File: src/rtl/rdptr_empty_fwft_pkg.sv
// Shared pointer helpers for both halves of the asynchronous FIFO.
// Holds the Gray/binary conversions and the default address and data widths.
package rdptr_empty_fwft_pkg;

    localparam int ADDRSIZE_DEF = 8;
    localparam int DATASIZE_DEF = 8;

    // Conversions work on a wide container; callers zero-extend and truncate.
    localparam int PTR_MAX = 32;
    typedef logic [PTR_MAX-1:0] ptr_max_t;

    function automatic ptr_max_t bin2gray(input ptr_max_t bin);
        return bin ^ (bin >> 1);
    endfunction

    function automatic ptr_max_t gray2bin(input ptr_max_t gray);
        ptr_max_t bin;
        bin = gray;
        for (int i = 1; i < PTR_MAX; i++) begin
            bin = bin ^ (gray >> i);
        end
        return bin;
    endfunction

endpackage

File: src/rtl/rdptr_empty_fwft_sync_ptr.sv
// Multi-flop synchroniser for a Gray-coded FIFO pointer crossing clock domains.
// Shared by both FIFO sides; STAGES is expected to be in the range 2..4.
module sync_ptr #(
    parameter int WIDTH  = 9,
    parameter int STAGES = 2
) (
    input  logic             clk,
    input  logic             rst,
    input  logic [WIDTH-1:0] d,
    output logic [WIDTH-1:0] q
);

    logic [WIDTH-1:0] chain [STAGES];

    // NOTE: non-blocking assignments make each stage capture its neighbour's pre-edge value.
    always_ff @(posedge clk or posedge rst) begin
        if (rst) begin
            for (int i = 0; i < STAGES; i++) begin
                chain[i] <= '0;
            end
        end else begin
            chain[0] <= d;
            for (int i = 1; i < STAGES; i++) begin
                chain[i] <= chain[i-1];
            end
        end
    end

    assign q = chain[STAGES-1];

endmodule

File: src/rtl/rdptr_empty_fwft.sv
// Read-side controller of the async FIFO: pointer sync, empty detection, FWFT output buffer.
// Define RD_LEVEL_EN to build the registered rd_level / almost_empty logic.
module rdptr_empty_fwft
    import rdptr_empty_fwft_pkg::*;
#(
    parameter int ADDRSIZE    = ADDRSIZE_DEF,
    parameter int DATASIZE    = DATASIZE_DEF,
    parameter int SYNC_STAGES = 2,
    parameter int AE_THRESH   = 4
) (
    input  logic                rd_clk,
    input  logic                rd_rst,
    input  logic [ADDRSIZE:0]   wr_gray_ptr,
    output logic [ADDRSIZE:0]   rd_gray_ptr,
    output logic                mem_rd_en,
    output logic [ADDRSIZE-1:0] rd_addr,
    input  logic [DATASIZE-1:0] mem_rd_data,
    output logic [DATASIZE-1:0] dout,
    output logic                dout_valid,
    input  logic                dout_ready,
    output logic                empty,
    output logic                almost_empty,
    output logic [ADDRSIZE:0]   rd_level
);

    localparam int PW = ADDRSIZE + 1;

    logic [PW-1:0]       wq;
    logic [PW-1:0]       wr_bin_s;
    logic [PW-1:0]       rd_bin;
    logic [PW-1:0]       rd_bin_next;
    logic [1:0]          out_cnt;
    logic [2:0]          occ_after_pop;
    logic                inflight;
    logic                pop;
    logic                push;
    logic                ptr_empty;
    logic [DATASIZE-1:0] buf0;
    logic [DATASIZE-1:0] buf1;

    sync_ptr #(
        .WIDTH  (PW),
        .STAGES (SYNC_STAGES)
    ) u_sync_wr_ptr (
        .clk (rd_clk),
        .rst (rd_rst),
        .d   (wr_gray_ptr),
        .q   (wq)
    );

    assign wr_bin_s  = PW'(gray2bin(ptr_max_t'(wq)));
    // Full binary compare: a wrapped MSB difference means full, equality means empty.
    assign ptr_empty = (rd_bin == wr_bin_s);

    assign pop  = dout_valid & dout_ready;
    assign push = inflight;

    // Buffer occupancy next cycle, before any new issue lands; also the next out_cnt.
    assign occ_after_pop = 3'(out_cnt) + 3'(inflight) - 3'(pop);
    assign mem_rd_en     = !ptr_empty && (occ_after_pop < 3'd2);

    assign rd_bin_next = rd_bin + PW'(1);
    assign rd_addr     = rd_bin[ADDRSIZE-1:0];

    always_ff @(posedge rd_clk or posedge rd_rst) begin
        if (rd_rst) begin
            rd_bin      <= '0;
            rd_gray_ptr <= '0;
            inflight    <= 1'b0;
        end else begin
            inflight <= mem_rd_en;
            if (mem_rd_en) begin
                rd_bin      <= rd_bin_next;
                rd_gray_ptr <= PW'(bin2gray(ptr_max_t'(rd_bin_next)));
            end
        end
    end

    // NOTE: the two buffer entries are reset so dout reads 0 in reset; a RAM array would not be.
    always_ff @(posedge rd_clk or posedge rd_rst) begin
        if (rd_rst) begin
            out_cnt <= 2'd0;
            buf0    <= '0;
            buf1    <= '0;
        end else begin
            out_cnt <= occ_after_pop[1:0];
            case ({push, pop})
                2'b10: begin
                    if (out_cnt == 2'd0) buf0 <= mem_rd_data;
                    else                 buf1 <= mem_rd_data;
                end
                2'b01: buf0 <= buf1;
                2'b11: begin
                    if (out_cnt == 2'd1) begin
                        buf0 <= mem_rd_data;
                    end else begin
                        buf0 <= buf1;
                        buf1 <= mem_rd_data;
                    end
                end
                default: ;
            endcase
        end
    end

    assign dout       = buf0;
    assign dout_valid = (out_cnt != 2'd0);
    assign empty      = !dout_valid;

`ifdef RD_LEVEL_EN
    logic [PW-1:0] rd_level_next;

    // Unread words in memory plus words buffered or in flight; wraps with the pointers.
    assign rd_level_next = (wr_bin_s - rd_bin) + PW'(out_cnt) + PW'(inflight);

    always_ff @(posedge rd_clk or posedge rd_rst) begin
        if (rd_rst) begin
            rd_level     <= '0;
            almost_empty <= 1'b1;
        end else begin
            rd_level     <= rd_level_next;
            almost_empty <= (int'(rd_level_next) <= AE_THRESH);
        end
    end
`else
    assign rd_level     = '0;
    assign almost_empty = empty;
`endif

endmodule

File: config.mk
export PLATFORM = sky130hd
export DESIGN_NAME = rdptr_empty_fwft
export DESIGN_NICKNAME = d
export VERILOG_FILES = /design/src/rtl/rdptr_empty_fwft_pkg.sv /design/src/rtl/rdptr_empty_fwft_sync_ptr.sv /design/src/rtl/rdptr_empty_fwft.sv
export SDC_FILE = /design/constraint.sdc
export NUM_CORES = 1
export LEC_CHECK = 0
export BUFFER_PORTS_ARGS = -buffer_cell sky130_fd_sc_hd__buf_2
export CORE_UTILIZATION = 50
export CTS_BUF_LIST = sky130_fd_sc_hd__clkbuf_4
export DETAILED_ROUTE_END_ITERATION = 16
export PLACE_DENSITY = 0.78
export REMOVE_ABC_BUFFERS = 1
export SLEW_MARGIN = 40
export SYNTH_ARGS = -nofsm -noshare
export SYNTH_HDL_FRONTEND = slang
export SYNTH_SLANG_ARGS = --single-unit
export TNS_END_PERCENT = 100
File: constraint.sdc
create_clock -name rd_clk -period 2.6 [get_ports rd_clk]
set_input_delay 0 -clock rd_clk [delete_from_list [all_inputs] [get_ports rd_clk]]
set_output_delay 0 -clock rd_clk [all_outputs]
set_load 0.05 [all_outputs]
Yosys cells after proc, flatten, opt, wreduce, memory -nomap -nowiden

Index checks and enable logic that the tools add are counted.

Add/sub/neg operators: 3
$lt $le $gt $ge: 1
Equality and inequality tests: 8
Multiplexer cells: 6
Bitwise operators: 10
Reductions and logical operators: 9

Operators with widths:

| operator            | number |
|---|---|
| $mux 8              | 4 |
| $pmux 8 s3          | 1 |
| $xor 9x8->9         | 2 |
| $pmux 8 s2          | 1 |
| $add 9x1->9 const B | 1 |
| $eq 9x9->1          | 1 |
| $xor 9x1->9         | 1 |
| $xor 9x2->9         | 1 |
| $xor 9x3->9         | 1 |
| $xor 9x4->9         | 1 |
| $xor 9x5->9         | 1 |
| $xor 9x6->9         | 1 |
| $xor 9x7->9         | 1 |
| $ne 2x2->1 const B  | 3 |
| $eq 2x1->1 const B  | 2 |
| $eq 2x2->1 const B  | 2 |
| $reduce_bool 2->1   | 2 |
| $add 2x1->3         | 1 |
| $lt 3x2->1 const B  | 1 |
| $reduce_and 3->1    | 1 |
| $reduce_bool 3->1   | 1 |
| $sub 3x1->3         | 1 |
| $logic_not 1->1     | 2 |
| $logic_not 2->1     | 1 |
| 3 further kinds     | 3 |

Bits in registers: 55
Input bits: 20
Output and inout bits: 38
Word-level logic and storage cells: 45

Longest topological paths before layout

Gate-level depths: netlist of run 1.

Word-level depth: 11
Mapped depth: 12
Depth with buffers taken out: 10

Hierarchy

Synthesis of run 1 repeated with hierarchy kept, for this count alone.

Cells, all modules: 253
Area, all modules: 2696.3 um^2

By module, submodules not included:

| module           | times used | cells each | area each (um^2) | sequential area each (um^2) |
|---|---|---|---|---|
| rdptr_empty_fwft | 1          | 225        | 2174.6           | 900.9 |
| sync_ptr         | 1          | 28         | 521.8            | 450.4 |

Worst setup path after synthesis of run 1

OpenSTA, ideal clock, no wires.

Path kind: register to register
Start: register out_cnt[0]
End: register rd_bin[1]
Setup time: 0.125 ns
Arrival: 3.408 ns
Required time: 2.475 ns
Setup slack: -0.933 ns
Stages on the path, launching flop included: 12
Buffers on the path: 2
Cell sequence: dfrtp_1 > nor2_1 > nor2b_1 > ha_1 > inv_1 > ha_1 > fa_1 > nand2b_1 > buf_1 > nor2_2 > buf_6 > mux2_4

Cells in the longest elaborated chain, start to end: 5
Elaborated cells on any way between the ends: 6
Those cells by class: add/sub: 2; order compare: 1; bitwise: 1; reduce/logical: 2

RTL lines:

| what                                                                | RTL line               | RTL |
|---|---|---|
| start, declared                                                     | rdptr_empty_fwft.sv:32 | `logic [1:0] out_cnt;` |
| start signal, assigned                                              | rdptr_empty_fwft.sv:86 | `out_cnt <= occ_after_pop[1:0];` |
| parallel branches: the longest is 2 deep, another holds $add 2x1->3 | n/a                    |  |
| $sub 3x1->3 *                                                       | rdptr_empty_fwft.sv:59 | `assign occ_after_pop = 3'(out_cnt) + 3'(inflight) - 3'(pop);` |
| named net occ_after_pop[1]                                          | rdptr_empty_fwft.sv:33 | `logic [2:0] occ_after_pop;` |
| $lt 3x2->1 *                                                        | rdptr_empty_fwft.sv:60 | `assign mem_rd_en = !ptr_empty && (occ_after_pop < 3'd2);` |
| $logic_and 1x1->1 *                                                 | rdptr_empty_fwft.sv:60 |  |
| named net mem_rd_en                                                 | rdptr_empty_fwft.sv:15 | `output logic mem_rd_en,` |
| end signal, assigned                                                | rdptr_empty_fwft.sv:73 | `rd_bin <= rd_bin_next;` |
| end, declared                                                       | rdptr_empty_fwft.sv:30 | `logic [PW-1:0] rd_bin;` |

Mark *: on every way through the listed nets, which the timed path passes.
A chain may end at the register's enable or synchronous reset.

Worst setup path after layout of run 1

Start: register u_sync_wr_ptr.chain, in the netlist u_sync_wr_ptr.q[3]
End: register rd_gray_ptr[2]

Cells in the longest elaborated chain, start to end: 11

RTL lines:

| what                            | RTL line                        | RTL |
|---|---|---|
| start, declared                 | rdptr_empty_fwft_sync_ptr.sv:13 | `logic [WIDTH-1:0] chain [STAGES];` |
| start signal, assigned by index | rdptr_empty_fwft_sync_ptr.sv:24 | `chain[i] <= chain[i-1];` |
| $xor 9x8->9                     | rdptr_empty_fwft_pkg.sv:20      | `bin = bin ^ (gray >> i);` |
| $xor 9x7->9                     | rdptr_empty_fwft_pkg.sv:20      |  |
| $xor 9x6->9 *                   | rdptr_empty_fwft_pkg.sv:20      |  |
| $xor 9x5->9 *                   | rdptr_empty_fwft_pkg.sv:20      |  |
| $xor 9x4->9 *                   | rdptr_empty_fwft_pkg.sv:20      |  |
| $xor 9x3->9 *                   | rdptr_empty_fwft_pkg.sv:20      |  |
| $xor 9x2->9 *                   | rdptr_empty_fwft_pkg.sv:20      |  |
| $xor 9x1->9 *                   | rdptr_empty_fwft_pkg.sv:20      |  |
| $eq 9x9->1 *                    | rdptr_empty_fwft.sv:53          | `assign ptr_empty = (rd_bin == wr_bin_s);` |
| $logic_not 1->1 *               | rdptr_empty_fwft.sv:60          |  |
| $logic_and 1x1->1 *             | rdptr_empty_fwft.sv:60          |  |
| end signal, assigned            | rdptr_empty_fwft.sv:74          | `rd_gray_ptr <= PW'(bin2gray(ptr_max_t'(rd_bin_next)));` |
| end, declared                   | rdptr_empty_fwft.sv:14          | `output logic [ADDRSIZE:0] rd_gray_ptr,` |

Mark *: on every way between the ends. The rest lies on a longest branch, timed or not.

==> reports/qor.csv, run 1 <==
stage;metric;value;unit
routing;DRT Wirelength;5040;um
power_and_ir_drop;Clk network pwr share;7.6;%
logic_synthesis;number of synthesized flops with an enable pin;0;
sta;WHS;250;ps
sta;Slew @ Worst Pin;720;ps
logic_synthesis;Cells after Synth;216;
grt;Tot GR Track Use;20.0;%
sta;minimum clock period;2620;ps
sta;setup TNS;-55.8;ps
sta;Pins Over Slew Limit;0;
worst_setup_path;CP Data Arrival Time;2890;ps
power_and_ir_drop;switching power;2130;uW
sta;Final Hold Viols;0;
layout;most frequent cells in the layout;dfrtp_1, buf_2, buf_4, dlygate4sd3_1, xor2_1;
place;PortBufs;48;
power_and_ir_drop;PwrDens;1420;nW/um^2
power_and_ir_drop;peak supply drop;0.757;mV
layout;Layout Utilization;68.7;%
sta;period utilization;101;%
status;failing checks;setup timing;
layout;layout cells sized above 1;36.4;%
floorplanning;num rows;25;
logic_synthesis;FFs w/ async S/R, synth;100;%
logic_synthesis;#FFs+latches synth;54;
worst_setup_path;Critical Path RT;2870;ps
routing;vias per cell;4.96;
layout;Area Growth Syn to Fin;28.8;%
worst_setup_path;crit path launch;u_sync_wr_ptr.q[3]$_DFF_PP0_;
worst_hold_path;hold depth;2;
sta;final worst setup slack;-21.0;ps
cts;root buffer cell;clkbuf_4;
routing;Post-route DRC;0;
place;GPL Wtd Cong;0.837;
power_and_ir_drop;Seq pwr share;27.5;%
sta;RSZ-0062 raised after global routing;yes;
logic_synthesis;commonest register cell after synthesis;dfrtp_1;
worst_setup_path;Worst R2R Start;u_sync_wr_ptr.q[3]$_DFF_PP0_;
floorplanning;Starting Density;53.4;%
grt;total congestion overflow;0;
grt;first-pass GRT wire length;8140;um
cts;H-Tree Depth;2;
routing;DRT Pass-1 Iters;4;
power_and_ir_drop;Tot Pwr;4730;uW
flow_run;Max-cap violations;0;
grt;initial antenna violation count;0;
worst_setup_path;Worst setup SP type;flop;
power_and_ir_drop;Leak;0.00161;uW
routing;wire per inst;13.6;um
logic_synthesis;mapped cell area;2590;um^2
logic_synthesis;post-synthesis sequential area ratio;52.2;%
floorplanning;DIE AREA;5470;um^2
worst_setup_path;Crit Path Category;reg -> reg;
worst_setup_path;R2R cell count;8;
status;status;finished with violations;
routing;post-route antenna net violation count;0;
floorplanning;Die Width;73.9;um
sta;Final setup viols;7;
floorplanning;I/O pin count;58;
sta;headroom to the max-slew limit;52.0;%
floorplanning;Die Y;73.9;um
power_and_ir_drop;combinational fraction of design power;64.9;%
grt;vias in the first global route;1806;
worst_hold_path;hold crit path type;in -> reg;
routing;routed vias;1844;
worst_setup_path;Worst setup EP type;flop;
worst_setup_path;Max FO, Critical Path;8;
logic_synthesis;Syn. warnings;0;
logic_synthesis;number of library cell types mapped by synthesis;40;
sta;clk_skew;16.5;ps
floorplanning;core area;4850;um^2
cts;Longest Clk Path Bufs;2;
cts;clock latency on the worst-skew pair;380;ps
power_and_ir_drop;Net Sw Frac;45.1;%
place;Post-Place Worst Slack;-3.33;ps
cts;Num CTS Buffers;5;
layout;Layout Nets;331;
place;Post-DP HPWL;3340;um
cts;CTS Sinks;54;
cts;clock slew at reported path FFs;150;ps
power_and_ir_drop;P_int;2600;uW
sta;FMAX;382;MHz
layout;n_diodes;0;
layout;commonest non-fill, non-tap cell in the layout;dfrtp_1;
logic_synthesis;Mean Syn Cell Area;12.0;um^2
worst_hold_path;worst hold start;wr_gray_ptr[4];
grt;largest net degree at the start of global routing;55;
cts;CTS tree;yes;
routing;DRC marker count from the first detailed-route iteration;83;
[repair_timing]
item	in CTS	in global routing
resized for setup	5	8
setup endpoints to repair	1	5
hold buffers	18	0
setup buffers	4	10
endpoints found under the hold margin	79	0
pin swaps	4	5
[final cells by class]
| class | count | area, um^2 |
|---|---|---|
| Sequential cell | 54 | 1350 |
| Multi-Input combinational cell | 144 | 1180 |
| Timing Repair Buffer | 91 | 631 |
| Fill cell | 350 | 1520 |
| Clock buffer | 6 | 45.0 |
| Clock inverter | 2 | 8.76 |
| Tap cell | 67 | 83.8 |
| Inverter | 8 | 32.5 |
[synth_stat cells (2+ instances only)]
cell / n / area [um^2]
nor2_1: 6 / 22.5
xor2_1: 16 / 140
ha_1: 6 / 75.1
inv_1: 8 / 30.0
and3_1: 2 / 12.5
a21oi_1: 5 / 25.0
mux2_4: 8 / 120
nand2_1: 13 / 48.8
clkbuf_1: 6 / 22.5
a22oi_1: 8 / 60.1
o22ai_1: 3 / 18.8
buf_4: 10 / 75.1
nor3b_1: 2 / 15.0
nand2b_1: 3 / 18.8
mux2_2: 9 / 101
o21ai_0: 9 / 45.0
xnor2_1: 16 / 140
dfrtp_1: 54 / 1350
nor3_1: 4 / 20.0
nand3_1: 8 / 40.0
[registers in the layout, indices dropped and copies added (netlist names)]
register and cells:
dout 8, rd_gray_ptr 9, u_sync_wr_ptr.q 9, out_cnt 2, rd_bin 8, inflight 1, buf1 8, u_sync_wr_ptr.chain 9
[critical path, cell delays in order, from the launching register on]
cell,delay [ps]
dfrtp_1,420
xnor3_2,410
xnor2_2,160
or4_4,540
a221oi_4,340
nor2_4,70
buf_12,140
buf_4,140
mux2_4,290
[routing by layer]
layer,vias to the layer above,part of all wire (%),GRT usage (%)
li1,882,-,-
met1,898,42,25.6
met2,55,53,33.5
met3,9,3.3,4.20
met4,0,2.0,7.69
met5,-,0,0
[logic make-up after synthesis]
kind of cell | synth area share [%]
buffers and inverters | 5.51
muxes | 8.56
xor gates and xnor gates | 12.6
DFF | 52.2
other | 0.145
and+or+nand+nor | 9.33
AOI/OAI and AO/OA | 7.93
adders and majority gates | 3.68
[power by group through the flow]
stage | registers (uW) | logic [uW] | clock network, uW
finish | 1300 | 3070 | 360
global placement | 1310 | 2500 | 0
global route | 1340 | 3280 | 404
floorplan | 1840 | 1380 | 0
CTS | 1300 | 2670 | 371
detailed placement | 1320 | 2570 | 0
[final timing paths]
check / endpoint / slack, ps
setup / recovery: rd_gray_ptr[2]$_DFFE_PP0P_ / -20
hold / removal: u_sync_wr_ptr.chain[13]$_DFF_PP0_ / 250
setup reg to reg: rd_gray_ptr[2]$_DFFE_PP0P_ / -20
hold reg to reg: u_sync_wr_ptr.q[7]$_DFF_PP0_ / 360
max in group asynchronous: dout[6]$_DFFE_PP0P_ / 1900
min in group asynchronous: rd_bin[7]$_DFFE_PP0P_ / 270
[stage by stage]
step | area (um^2) | cells
2_1_floorplan | 2500 | 206
3_3_place_gp | 2920 | 332
3_5_place_dp | 2930 | 332
4_1_cts | 3210 | 362
5_1_grt | 3330 | 372
6_report | 3330 | 372
Note: power is estimated with default switching activity, not from simulation.
==> run 2, diff against run 1 <==
--- a/config.mk
+++ b/config.mk
@@ -6,10 +6,12 @@
 export NUM_CORES = 1
 export LEC_CHECK = 0
 export BUFFER_PORTS_ARGS = -buffer_cell sky130_fd_sc_hd__buf_2
-export CORE_UTILIZATION = 50
+export CELL_PAD_IN_SITES_DETAIL_PLACEMENT = 1
+export CELL_PAD_IN_SITES_GLOBAL_PLACEMENT = 2
+export CORE_UTILIZATION = 33
 export CTS_BUF_LIST = sky130_fd_sc_hd__clkbuf_4
 export DETAILED_ROUTE_END_ITERATION = 16
-export PLACE_DENSITY = 0.78
+export PLACE_DENSITY_LB_ADDON = 0.1
 export REMOVE_ABC_BUFFERS = 1
 export SLEW_MARGIN = 40
 export SYNTH_ARGS = -nofsm -noshare
==> run 2 against run 1 <==
The run now ends clean. Register-to-register slack improved by 90 ps. Combinational power fell by 7.5%. Via count fell by 0.87%. Maximum frequency rose by 3.7%. Final cell count rose by 7.8%. Critical endpoint is now rd_gray_ptr[7]$_DFFE_PP0P_. Non-clock buffer count fell by 2. Global-route usage fell by 5.4 points. Die area rose by 50%. Worst hold slack got worse by 170 ps. Design area rose by 0.23%. Largest power group unchanged. Worst setup slack improved by 94 ps. Clock skew barely moved. Critical path type unchanged.
==> reports/qor.csv, run 2 (synthesized netlist as in run 1, its figures left out) <==
stage;metric;value;unit;change
status;status;finished, final reports clean;;
sta;WHS;81.4;ps;-169 ps
place;GPL Wtd Cong;0.798;;-4.6%
worst_setup_path;Max FO, Critical Path;3;;-5
layout;most frequent cells in the layout;dfrtp_1, buf_2, buf_4, dlygate4sd3_1, xor2_1;;
worst_setup_path;Crit Path Category;reg -> reg;;
cts;clock slew at reported path FFs;160;ps;about the same
grt;vias in the first global route;1893;;+4.8%
place;PortBufs;48;;unchanged
floorplanning;Die Y;90.6;um;+22%
grt;first-pass GRT wire length;9430;um;+16%
cts;Longest Clk Path Bufs;2;;unchanged
routing;wire per inst;13.8;um;+2.0%
sta;FMAX;396;MHz;+3.7%
layout;Non-Filler Instances;401;;+7.8%
cts;root buffer cell;clkbuf_4;;
sta;final worst setup slack;72.5;ps;+93.5 ps
power_and_ir_drop;PwrDens;1350;nW/um^2;-4.7%
floorplanning;core area;7410;um^2;+53%
layout;n_diodes;0;;unchanged
worst_setup_path;Worst setup SP type;flop;;
worst_hold_path;hold crit path type;in -> async;;
grt;largest net degree at the start of global routing;28;;-49%
floorplanning;Starting Density;34.9;%;-18 points
sta;RSZ-0062 raised after global routing;yes;;
floorplanning;DIE AREA;8200;um^2;+50%
routing;post-route antenna net violation count;0;;unchanged
routing;vias per cell;4.56;;-8.0%
routing;DRC marker count from the first detailed-route iteration;50;;-40%
worst_setup_path;CP max stage delay;420;ps;-120 ps
place;area of placed instances;2990;um^2;+2.1%
cts;clock latency on the worst-skew pair;370;ps;about the same
sta;clk_skew;16.3;ps;-0.249 ps
flow_run;Max-cap violations;0;;unchanged
worst_setup_path;Worst setup EP type;flop;;
layout;commonest non-fill, non-tap cell in the layout;dfrtp_1;;
routing;DRT Pass-1 Iters;4;;unchanged
worst_setup_path;CP Data Arrival Time;2810;ps;-80 ps
grt;initial antenna violation count;0;;unchanged
sta;Pins Over Slew Limit;0;;unchanged
layout;Layout Nets;329;;-0.60%
cts;CTS Sinks;54;;unchanged
cts;CTS tree;yes;;
power_and_ir_drop;peak supply drop;0.538;mV;-29%
routing;routed vias;1828;;-0.87%
floorplanning;num rows;31;;+24%
floorplanning;Die Width;90.6;um;+22%
place;Post-Place Cells;369;;+11%
layout;layout cells sized above 1;36.1;%;-0.30 points
layout;fillcell total;811;;+130%
place;Post-DP HPWL;3900;um;+17%
floorplanning;I/O pin count;58;;unchanged
worst_setup_path;CP Cell Sequence;nor2_2, nor2b_2, ha_1, inv_1, ha_2, fa_2, xor2_2, nand2b_4, nor2_4, buf_4, mux2_2;;
routing;DRT Wirelength;5550;um;+10%
cts;H-Tree Depth;2;;unchanged
sta;minimum clock period;2530;ps;-93.5 ps
worst_setup_path;Worst path slowest cell;dfrtp_1;;
grt;Tot GR Track Use;14.6;%;-5.4 points
layout;Area Growth Syn to Fin;29.1;%;
sta;Final Hold Viols;0;;unchanged
sta;Final setup viols;0;;-7
cts;Num CTS Buffers;5;;unchanged
grt;total congestion overflow;0;;unchanged
power_and_ir_drop;Leak;0.00159;uW;-1.8%
worst_setup_path;Critical Path RT;2880;ps;about the same
layout;Final Cell Area;3340;um^2;+0.23%
sta;period utilization;97.2;%;-3.6 points
routing;Post-route DRC;0;;unchanged
power_and_ir_drop;Tot Pwr;4520;uW;-4.5%
place;Post-Place Worst Slack;-315;ps;-311 ps
run 2: cell type report:
| class | instances | area [um^2] | area share (%) |
|---|---|---|---|
| clock inverters | 2 | 15.0 | 0.449 |
| multi-input cells | 144 | 1170 | 35.1 |
| inverters | 8 | 30.0 | 0.899 |
| clock buffers | 5 | 37.5 | 1.12 |
| flip-flops and latches | 54 | 1350 | 40.4 |
| well taps | 99 | 124 | 3.71 |
| repair buffers | 89 | 611 | 18.3 |
run 2: power breakdown:
group	internal, uW	switching (uW)
clock	101	264
combinational	1170	1670
sequential	1110	202
run 2: routing by layer:
metal / GRT usage, % / wire length (um) / vias to the layer above
li1: - / - / 884
met1: 20.8 / 2770 / 899
met2: 22.5 / 2540 / 41
met3: 3.03 / 199 / 4
met4: 3.63 / 36 / 0
met5: 0 / 0 / -
run 2: repair_timing:
| action | 4_1_cts | 5_1_grt |
|---|---|---|
| buffers inserted | 3 | 4 |
| endpoints found under the setup margin | 12 | 17 |
| endpoints found under the hold margin | 79 | 0 |
| hold buffers | 18 | 0 |
| resized for setup | 3 | 12 |
| gates cloned | 0 | 0 |
| pin swaps | 2 | 4 |
run 2: path summary, 6_finish.rpt:
kind,start,slack (ps),endpoint,cells after the start
min in group rd_clk,wr_gray_ptr[8],270,u_sync_wr_ptr.chain[17]$_DFF_PP0_,2
setup / recovery,out_cnt[1]$_DFF_PP0_,70,rd_gray_ptr[7]$_DFFE_PP0P_,11
hold / removal,rd_rst,80,rd_bin[3]$_DFFE_PP0P_,3
setup reg to reg,out_cnt[1]$_DFF_PP0_,70,rd_gray_ptr[7]$_DFFE_PP0P_,11
hold reg to reg,u_sync_wr_ptr.chain[9]$_DFF_PP0_,360,u_sync_wr_ptr.q[0]$_DFF_PP0_,0
max in group asynchronous,rd_rst,1860,u_sync_wr_ptr.q[2]$_DFF_PP0_,4
run 2: critical path, delay by kind of cell, from the launching register on:
family,cells,cell delay [ps]
adders and majority gates,3,790
and+or+nand+nor,4,500
xor gates and xnor gates,1,220
DFF,1,420
muxes,1,320
buffers and inverters,2,210
run 2: per-stage QoR:
stage	TNS (ps)	util (%)
6_report	0	45.1
5_1_grt	-125	45.1
4_1_cts	0	43.9
3_5_place_dp	-2710	40.3
3_3_place_gp	-1700	40.3
2_1_floorplan	-43940	-
